**src/rtl/score_keeper.sv**
```systemverilog
// rtl/score_keeper.sv - point counting, goal/win pulses and ball freeze for one match
module score_keeper #(
    parameter int WIN_SCORE  = 5,
    parameter int SCORE_W    = 4,
    parameter int HOLD_TICKS = 32
) (
    input  logic               BALL_CLOCK,
    input  logic               RESET,
    input  logic               start,
    input  logic               miss_left,
    input  logic               miss_right,
    output logic               goal_player_1,
    output logic               goal_player_2,
    output logic               win_player_1,
    output logic               win_player_2,
    output logic [SCORE_W-1:0] score_1,
    output logic [SCORE_W-1:0] score_2,
    output logic               ball_enable,
    output logic               serve_to_player_1
);

    localparam int HOLD_W = $clog2(HOLD_TICKS + 1);
    localparam logic [SCORE_W-1:0] LAST_POINT = SCORE_W'(WIN_SCORE - 1);
    localparam logic [SCORE_W-1:0] WIN_VALUE  = SCORE_W'(WIN_SCORE);
    localparam logic [HOLD_W-1:0]  HOLD_LOAD  = HOLD_W'(HOLD_TICKS - 1);

    typedef enum logic [1:0] {
        IDLE,
        PLAY,
        HOLD,
        OVER
    } state_t;

    state_t            state;
    logic [HOLD_W-1:0] hold_count;

    always_ff @(posedge BALL_CLOCK or posedge RESET) begin
        if (RESET) begin
            state             <= IDLE;
            score_1           <= '0;
            score_2           <= '0;
            goal_player_1     <= 1'b0;
            goal_player_2     <= 1'b0;
            win_player_1      <= 1'b0;
            win_player_2      <= 1'b0;
            ball_enable       <= 1'b0;
            serve_to_player_1 <= 1'b0;
            hold_count        <= '0;
        end else begin
            // pulses are single-cycle: only the scoring branch below re-raises one
            goal_player_1 <= 1'b0;
            goal_player_2 <= 1'b0;
            win_player_1  <= 1'b0;
            win_player_2  <= 1'b0;

            case (state)
                IDLE: begin
                    if (start) begin
                        state       <= PLAY;
                        score_1     <= '0;
                        score_2     <= '0;
                        ball_enable <= 1'b1;
                    end
                end

                PLAY: begin
                    if (miss_right && !miss_left) begin
                        score_1 <= score_1 + 1'b1;
                        if (score_1 == LAST_POINT) begin
                            win_player_1 <= 1'b1;
                            state        <= OVER;
                        end else begin
                            goal_player_1     <= 1'b1;
                            serve_to_player_1 <= 1'b0;
                            hold_count        <= HOLD_LOAD;
                            state             <= HOLD;
                        end
                        ball_enable <= 1'b0;
                    end else if (miss_left && !miss_right) begin
                        score_2 <= score_2 + 1'b1;
                        if (score_2 == LAST_POINT) begin
                            win_player_2 <= 1'b1;
                            state        <= OVER;
                        end else begin
                            goal_player_2     <= 1'b1;
                            serve_to_player_1 <= 1'b1;
                            hold_count        <= HOLD_LOAD;
                            state             <= HOLD;
                        end
                        ball_enable <= 1'b0;
                    end
                end

                HOLD: begin
                    if (hold_count == '0) begin
                        state       <= PLAY;
                        ball_enable <= 1'b1;
                    end else begin
                        hold_count <= hold_count - 1'b1;
                    end
                end

                OVER: begin
                    if (start) begin
                        // next serve goes toward whoever did not reach the winning score
                        serve_to_player_1 <= (score_2 == WIN_VALUE);
                        score_1           <= '0;
                        score_2           <= '0;
                        ball_enable       <= 1'b1;
                        state             <= PLAY;
                    end
                end

                default: begin
                    state       <= IDLE;
                    ball_enable <= 1'b0;
                end
            endcase
        end
    end

endmodule

```
**config.mk**
```make
export PLATFORM = sky130hd
export DESIGN_NAME = score_keeper
export DESIGN_NICKNAME = d
export VERILOG_FILES = /design/src/rtl/score_keeper.sv
export SDC_FILE = /design/constraint.sdc
export NUM_CORES = 1
export LEC_CHECK = 0
export CORE_ASPECT_RATIO = 1.5
export CORE_MARGIN = 4
export CORE_UTILIZATION = 43
export CTS_CLUSTER_SIZE = 12
export DETAILED_ROUTE_END_ITERATION = 10
export GPL_TIMING_DRIVEN = 1
export PLACE_DENSITY = 0.63
export SLEW_MARGIN = 40
export SYNTH_ARGS = -nofsm -noshare
export SYNTH_HDL_FRONTEND = slang
export SYNTH_SLANG_ARGS = --single-unit
```
**constraint.sdc**
```tcl
create_clock -name BALL_CLOCK -period 2.5 [get_ports BALL_CLOCK]
set_clock_uncertainty 0.15 [all_clocks]
set_input_delay 0.625 -clock BALL_CLOCK [delete_from_list [all_inputs] [get_ports BALL_CLOCK]]
set_output_delay 0.625 -clock BALL_CLOCK [all_outputs]
set_load 0.005 [all_outputs]
```
==> metrics.md <==
| Metric | Value |
|---|---|
| Status | `finished clean` |
| First-pass GRT wire length | `4.981 mm` |
| WHS | `0.3791 ns` |
| GP Congestion | `0.7371` |
| Vias in the first global route | `1102` |
| Routed WL | `2.881 mm` |
| Longest Clk Path Bufs | `2` |
| Clock sink count | `22` |
| Final Hold Fails | `0` |
| CTS tree | `yes` |
| CP endpoint kind | `register` |
| Core Region | `0.003003 mm²` |
| # setup viols final | `0` |
| CP required | `2.49 ns` |
| Fin crit period | `2.269 ns` |
| Post-CTS setup buffers | `0` |
| Switching power | `0.0006832 W` |
| Post-Syn Nets | `159` |
| Starting Density | `0.4575` |
| # IOs | `19` |
| CTS Hold Bufs | `0` |
| Clock Tree Root | `clkbuf_8` |
| IO buf count | `18` |
| GRT Total Usage | `0.1586` |
| Unrepaired setup endpoints after global routing | `no` |
| Final Instance Count excl. Fillers | `202` |
| Routed length per instance | `14.26 µm` |
| DRC violations left | `0` |
| Via count | `1088` |
| Dpl hpwl | `2.249 mm` |
| Seq/Total Area, Yosys | `0.4007` |
| Top cells by area, synth | `dfrtp_1 40%, ha_1 12%, inv_1 3.8%, nand2_1 3.0%, a21oi_1 2.9%` |
| Syn Area/Cell | `9.743 µm²` |
| Synth area leader | `dfrtp_1` |
| Post-synth EDFFs | `0` |
| Synth cell count leaders | `22 x dfrtp_1, 14 x inv_1, 13 x ha_1, 11 x nand2_1, 8 x a21oi_1` |
| CTS H-Tree Depth | `1` |
| Register-to-Register Path Depth | `6` |
| Largest net degree at the start of global routing | `23` |
| Share of power burned in registers | `0.327` |
| VDD IR max | `0.6180 mV` |
| Fill count | `270` |
| Sw Share | `0.3999` |
| Worst skew pair latency | `0.26 ns` |
| Initial antenna violation count | `0` |
| Pins Over Slew Limit | `0` |
| Yosys top cell area share | `0.4007` |
| Tcrit/Tclk final | `0.9077` |
| Async S/R FF share, synth | `1.000` |
| Leak | `0.7504 nW` |
| Hold path depth | `2` |
| Mapped Cells | `141` |
| Global route overflow | `0` |
| Cts bufs inserted | `3` |
| Standard-cell rows | `24` |
| Critical Path Fanout Max | `7` |
| Clock share of power | `0.127` |
| Area delta synth->final | `20.95%` |
| Post-CTS Resized | `0` |
| ANT nets after route | `0` |
| Via density | `5.386` |
| Die width | `54.15 µm` |
| WS Path Type | `input pin to register` |
| Max Fclk | `440.7 MHz` |
| MaxCap Viol Count | `0` |
| Worst Max-Slew Pin Slew | `0.5281 ns` |
| Logic gate share of total power | `0.546` |
| Post-Synthesis Cell Area | `0.001374 mm²` |
| Reg clk slew, reported paths | `0.07 ns` |
| Worst Hold Class | `register to register` |
| Slew HR | `0.6479` |
| P_int | `0.001025 W` |
| Yosys cell types | `42` |
| Startpoint Class | `input pin` |
| ANT cells | `0` |
| Die Ht | `77.23 µm` |
| Prevailing post-synth register cell | `dfrtp_1` |
| Seq cells post-synth | `22` |
| Die ar. | `0.004182 mm²` |
| Final nets | `183` |
| Top-count cell post-synth | `dfrtp_1` |
| Initial DRC count | `10` |
| Yosys warning count | `0` |
| Layout cells sized above 1 | `0.1104` |
| Critical Path AT | `2.26 ns` |
| Dpl cells | `199` |
| Power Density | `1028 mW/mm²` |
| DRT Pass-1 Iters | `4` |
[path summary, 6_finish.rpt]
kind | to | slack [ns] | from
min in group asynchronous | win_player_1$_DFF_PP0_ | 0.55 | RESET
max in group asynchronous | state[0]$_DFFE_PP0P_ | 1.42 | RESET
worst max register to register | hold_count[4]$_DFFE_PP0P_ | 0.44 | state[0]$_DFFE_PP0P_
worst min register to register | ball_enable$_DFFE_PP0P_ | 0.38 | ball_enable$_DFFE_PP0P_
worst max-delay path | hold_count[3]$_DFFE_PP0P_ | 0.23 | miss_left
worst min-delay path | ball_enable$_DFFE_PP0P_ | 0.38 | ball_enable$_DFFE_PP0P_
[placed cells by master, fill, tap and decap left out, types with 5 or more instances in the layout]
cell type and n:
dfrtp_1 22, nand2_1 11, nor2b_1 5, nor2_1 6
buf_4 6, ha_1 13, inv_1 14, clkdlybuf4s50_1 18
a21oi_1 8, o21ai_1 6
[registers in the layout, summed over array words and instances, names as in the netlist]
signal             cells
ball_enable            1
goal_player_1          1
goal_player_2          1
hold_count             6
score_1                4
score_2                4
serve_to_player_1      1
state                  2
win_player_1           1
win_player_2           1
[power groups by stage]
stage	clock (W)	combinational, W	sequential [W]
after floorplan	0	0.000636	0.000550
after global placement	0	0.000918	0.000565
after detailed placement	0	0.000942	0.000567
after CTS	0.000224	0.000943	0.000561
after global routing	0.000233	0.00105	0.000578
final	0.000216	0.000933	0.000559
[layout make-up]
class | count | area [µm²] | area share
inverter | 14 | 52.55 | 0.03163
sequential | 22 | 550.5 | 0.3313
tap | 39 | 48.80 | 0.02937
multi-input combinational | 100 | 743.2 | 0.4473
timing repair buffer | 24 | 225.2 | 0.1355
clock buffer | 3 | 41.29 | 0.02485
[cells by family after synthesis]
group           synth area share
simple gates              0.2013
fa+ha+maj                 0.1184
flops                     0.4007
buf+inv                  0.05828
xor+xnor                0.006376
mux                      0.05373
compound gates            0.1612
[layer usage]
metal,GRT usage,wire (µm)
met1,0.1761,1140
met2,0.2770,1617
met4,0.07980,70
met5,0,0
met3,0.02132,53
[through the flow]
step | TNS (ns) | utilization | setup slack, ns | power [W] | cell area (µm²)
3_3_place_gp | 0 | 0.5396 | 0.02125 | 0.001482 | 1620
4_1_cts | 0 | 0.5533 | 0.2383 | 0.001728 | 1662
3_5_place_dp | -0.09585 | 0.5396 | -0.04336 | 0.001510 | 1620
2_1_floorplan | 0 | - | 0.4628 | 0.001185 | 1374
6_report | 0 | 0.5533 | 0.2309 | 0.001708 | 1662
5_1_grt | 0 | 0.5533 | 0.1575 | 0.001859 | 1662
[critical path: stages]
cell and delay (ns):
clkdlybuf4s50_1 0.48, inv_1 0.05, ha_1 0.26, and4bb_2 0.37, o21ai_2 0.07, buf_4 0.17, a21oi_1 0.18, a211oi_2 0.06
Power figures use the tool's default switching activity.
